**config.mk**
```make
export PLATFORM = sky130hd
export DESIGN_NAME = taillight_controller
export DESIGN_NICKNAME = d
export VERILOG_FILES = /design/src/rtl/taillight_controller.sv
export SDC_FILE = /design/constraint.sdc
export NUM_CORES = 1
export LEC_CHECK = 0
export CAP_MARGIN = 20
export CORE_AREA = 5 5 42 44
export DETAILED_ROUTE_END_ITERATION = 10
export DIE_AREA = 0 0 47 49
export PLACE_DENSITY = 0.63
export SETUP_SLACK_MARGIN = 0.2
export SLEW_MARGIN = 15
export SYNTH_ARGS = -nofsm -noshare
export SYNTH_HDL_FRONTEND = slang
export SYNTH_SLANG_ARGS = --single-unit
```
**constraint.sdc**
```tcl
create_clock -name Clk -period 3.7 [get_ports Clk]
set_input_delay 0.74 -clock Clk [delete_from_list [all_inputs] [get_ports Clk]]
set_output_delay 0.74 -clock Clk [all_outputs]
set_load 0.01 [all_outputs]
```
**src/rtl/taillight_controller.sv**
```systemverilog
// Six-lamp tail-light sequencer: arbitrates left/right/hazard requests into one
// animated pattern paced by a step prescaler, with a registered brake overlay.
module taillight_controller #(
  parameter int DIV = 4
) (
  input  logic Clk,
  input  logic Rs,
  input  logic L,
  input  logic R,
  input  logic Haz,
  input  logic Brk,
  output logic LA,
  output logic LB,
  output logic LC,
  output logic RA,
  output logic RB,
  output logic RC,
  output logic Busy
);

  localparam int CW = (DIV > 1) ? $clog2(DIV) : 1;
  localparam logic [CW-1:0] CNT_LAST = CW'(DIV - 1);

  typedef enum logic [2:0] {
    IDLE = 3'd0,
    L1   = 3'd1,
    L2   = 3'd2,
    L3   = 3'd3,
    R1   = 3'd4,
    R2   = 3'd5,
    R3   = 3'd6,
    HAZ  = 3'd7
  } state_t;

  state_t        state_r;
  state_t        next_state_s;
  logic [CW-1:0] cnt_r;
  logic          brk_q;
  logic          tick_s;
  logic [2:0]    left_s;
  logic [2:0]    right_s;

  assign tick_s = (cnt_r == CNT_LAST);

  // State, prescaler and brake registers; Rs wins over everything.
  always_ff @(posedge Clk) begin
    if (Rs) begin
      state_r <= IDLE;
      cnt_r   <= {CW{1'b0}};
      brk_q   <= 1'b0;
    end else begin
      state_r <= next_state_s;
      brk_q   <= Brk;
      if (tick_s) begin
        cnt_r <= {CW{1'b0}};
      end else begin
        cnt_r <= cnt_r + {{(CW-1){1'b0}}, 1'b1};
      end
    end
  end

  // Next-state logic; requests are only looked at on tick edges.
  always_comb begin
    next_state_s = state_r;
    if (tick_s) begin
      case (state_r)
        IDLE: begin
          if (Haz || (L && R)) begin
            next_state_s = HAZ;
          end else if (L) begin
            next_state_s = L1;
          end else if (R) begin
            next_state_s = R1;
          end else begin
            next_state_s = IDLE;
          end
        end
        L1:      next_state_s = Haz ? HAZ : L2;
        L2:      next_state_s = Haz ? HAZ : L3;
        L3:      next_state_s = Haz ? HAZ : IDLE;
        R1:      next_state_s = Haz ? HAZ : R2;
        R2:      next_state_s = Haz ? HAZ : R3;
        R3:      next_state_s = Haz ? HAZ : IDLE;
        HAZ:     next_state_s = IDLE;
        default: next_state_s = IDLE;
      endcase
    end else begin
      next_state_s = state_r;
    end
  end

  // Lamp decode from registered state and brake only; brake fills the idle side.
  always_comb begin
    left_s  = 3'b000;
    right_s = 3'b000;
    case (state_r)
      IDLE:    begin left_s = 3'b000; right_s = 3'b000; end
      L1:      left_s  = 3'b100;
      L2:      left_s  = 3'b110;
      L3:      left_s  = 3'b111;
      R1:      right_s = 3'b100;
      R2:      right_s = 3'b110;
      R3:      right_s = 3'b111;
      HAZ:     begin left_s = 3'b111; right_s = 3'b111; end
      default: begin left_s = 3'b000; right_s = 3'b000; end
    endcase
    if (brk_q) begin
      if ((state_r != L1) && (state_r != L2) && (state_r != L3)) begin
        left_s = 3'b111;
      end else begin
        left_s = left_s;
      end
      if ((state_r != R1) && (state_r != R2) && (state_r != R3)) begin
        right_s = 3'b111;
      end else begin
        right_s = right_s;
      end
    end else begin
      left_s  = left_s;
      right_s = right_s;
    end
  end

  assign {LA, LB, LC} = left_s;
  assign {RA, RB, RC} = right_s;
  assign Busy         = (state_r != IDLE);

endmodule

```
==> results.md <==
- Largest net degree at the start of global routing: 12
- CP startpoint kind: flop
- Total Power Consumption: 0.195 mW
- # rows: 14
- Post-synthesis instance total: 48
- Post-DR vias/cell: 5.19
- DR DRC count: 0
- Layout area overhead: 30.4%
- Layout cell share with drive strength beyond 1: 0.136
- Avg Inst Size Synth: 8.32 sq um
- Critical Path AT: 1.65 ns
- Postcts setup bufs: 0
- Final min period: 2.39 ns
- GR Overflow Total: 0
- Final setup violation count: 0
- Share of the clock period used by the worst path: 0.645
- Status: finished clean
- # resized after CTS: 0
- List of most frequent post-synthesis cells: 6 x dfxtp_1, 5 x nand2_1, 4 x nor2_1, 4 x o21ai_0
- Seq cells post-synth: 6
- Fmax: 0.419 GHz
- Worst-margin pin slew: approximately 0.32 ns
- Hold_buf cts: 0
- Max IR drop VDD: approximately 170 uV
- RSZ-0062 raised after global routing: false
- Tot GR Track Use: 0.0790
- Worst slew margin: 0.788
- Class of the worst hold path: reg2reg
- PwrDens: around 380 mW/mm^2
- Fin Clk Skew: 0.00521 ns
- Setup CP Type: reg2out
- DIE AREA: 0.00230 sq mm
- Via count: 389
- Yosys warnings: 0
- Critical Path RT: 2.96 ns
- Boundary Pins: 13
- Post-synth EDFFs: 0
- Placer congestion estimate: 0.729
- ANT cells: 0
- Nets: 68
- Starting density of the core: 0.285
- Die height: ~49 microns
- Synth Net Count: 55
- CTS tree: yes
- Critical Path Fanout Max: 11
- Vias in the first global route: 329
- Antenna violations before repair: 0
- Port Buf Inserts: 12
- Drt pass-1 iters: 4
- Routed wire per std cell: 10.6 microns
- Slew Viols, Final: 0
- Post-synth design cell area: about 400 sq um
- Top-area cell type share of the netlist area: 0.301
- Top FF cell, synth: dfxtp_1
- H-tree levels: 1
- Total Negative Setup Slacks: 0 ns
- Final wirelength: 795 microns
- Final hold viol count: 0
- CTS Buffer Depth: 2
- Core footprint: 0.00140 sq mm
- Most frequent cell after synthesis: dfxtp_1
- # Max-Cap Violations: 0
- Die Span X: 47 microns
- Netlist cell types: 25
- Register area share after synthesis: 0.301
- CTS clock-pin slew for the worst setup and hold paths: 0.04 ns
- P_leak: around 0.20 nW
- Num CTS Buffers: 3
- Clk root buf: clkbuf_4
- Post-DP HPWL: roughly 600 microns
- Antenna-violating nets left: 0
- Global-route wire length before repair: approximately 1300 microns
- CTS Sinks: 6
- Synth top area cells: dfxtp_1 30%, buf_6 8.5%, o21ai_0 5.0%
- Worst setup EP type: output pin
- Cell taking the most area after synthesis: dfxtp_1
- DR iter-0 viols: 13
- Worst-Skew Late Latency: around 0.24 ns
- Ys async rst share: 0
## path summary, 6_finish.rpt
path | from | to | slack (ns) | cells after the start
worst max-delay path | state_r[2] | LB | 1.31 | 4
worst min-delay path | cnt_r[0] | cnt_r[0] | 0.43 | 1
worst max register to register | state_r[2] | state_r[1] | 2.36 | 3
worst min register to register | cnt_r[0] | cnt_r[0] | 0.43 | 1
## registers in the layout (all words and copies together) (netlist names)
signal and cells:
brk_q 1, state_r 3, cnt_r 2
## layout make-up
type                            count  area [sq um]
Tap cell                           16          20.0
Multi-Input combinational cell     35           226
Timing Repair Buffer               12           120
Fill cell                         158           881
Inverter                            3          11.3
Clock buffer                        3          22.5
Sequential cell                     6           120
## per-layer routing
metal  GRT usage  routed length [microns]  vias to the layer above
met5           0                        0                        -
met4      0.0276                        0                        0
met3      0.0443                       81                        0
met2      0.0995                      352                       15
met1       0.110                      361                      180
li1            -                        -                      194
## per-stage QoR
stage	area, sq um	worst slack (ns)	utilization	cells	hold WS (ns)
final	520	1.31	0.371	75	0.425
after global routing	520	1.17	0.371	75	0.454
after CTS	520	1.30	0.371	75	0.432
after detailed placement	498	1.57	0.355	72	0.417
after floorplan	399	2.02	-	48	0.400
after global placement	498	1.57	0.355	72	0.420
## power breakdown
| part | total [mW] | leakage (nW) | internal, mW | switching [mW] |
|---|---|---|---|---|
| sequential | 0.0779 | 0.0494 | 0.0708 | 0.00714 |
| clock | 0.0577 | 0.0138 | 0.0365 | 0.0212 |
| combinational | 0.0595 | 0.138 | 0.0355 | 0.0240 |
| total | 0.195 | 0.201 | 0.143 | 0.0524 |
## kinds of logic (layout without fill, tap and decap cells)
kind of cell / after synthesis / count (layout) / synth area share
AO/OA/AOI/OAI: 15 / 15 / 0.273
AND/OR/NAND/NOR: 19 / 19 / 0.263
buffers and inverters: 7 / 18 / 0.132
adder cells (fa/ha/maj): 1 / 1 / 0.0313
flip-flops: 6 / 6 / 0.301
## cells in the final DEF (no fill, tap or decap)
cell type,instances
ha_1,1
clkbuf_4,3
a21o_2,1
nand2b_1,2
nand3_1,1
nor3_1,1
nand2_1,5
nor3b_1,1
o21ai_0,4
or3_4,1
nor2_1,4
o211ai_1,1
a21oi_1,2
a31oi_1,1
inv_1,3
nand3b_1,1
dfxtp_1,6
clkdlybuf4s50_1,12
nor2b_1,1
o2111a_1,1
a21o_1,2
a211oi_2,1
or2b_2,1
a311oi_1,2
or3_2,1
## critical path: stages, from the launching register on
cell             delay [ns]
dfxtp_1                0.50
nand2b_1               0.15
a21oi_1                0.06
a31oi_1                0.15
clkdlybuf4s50_1        0.55
Note: power is estimated with default switching activity, not from simulation.
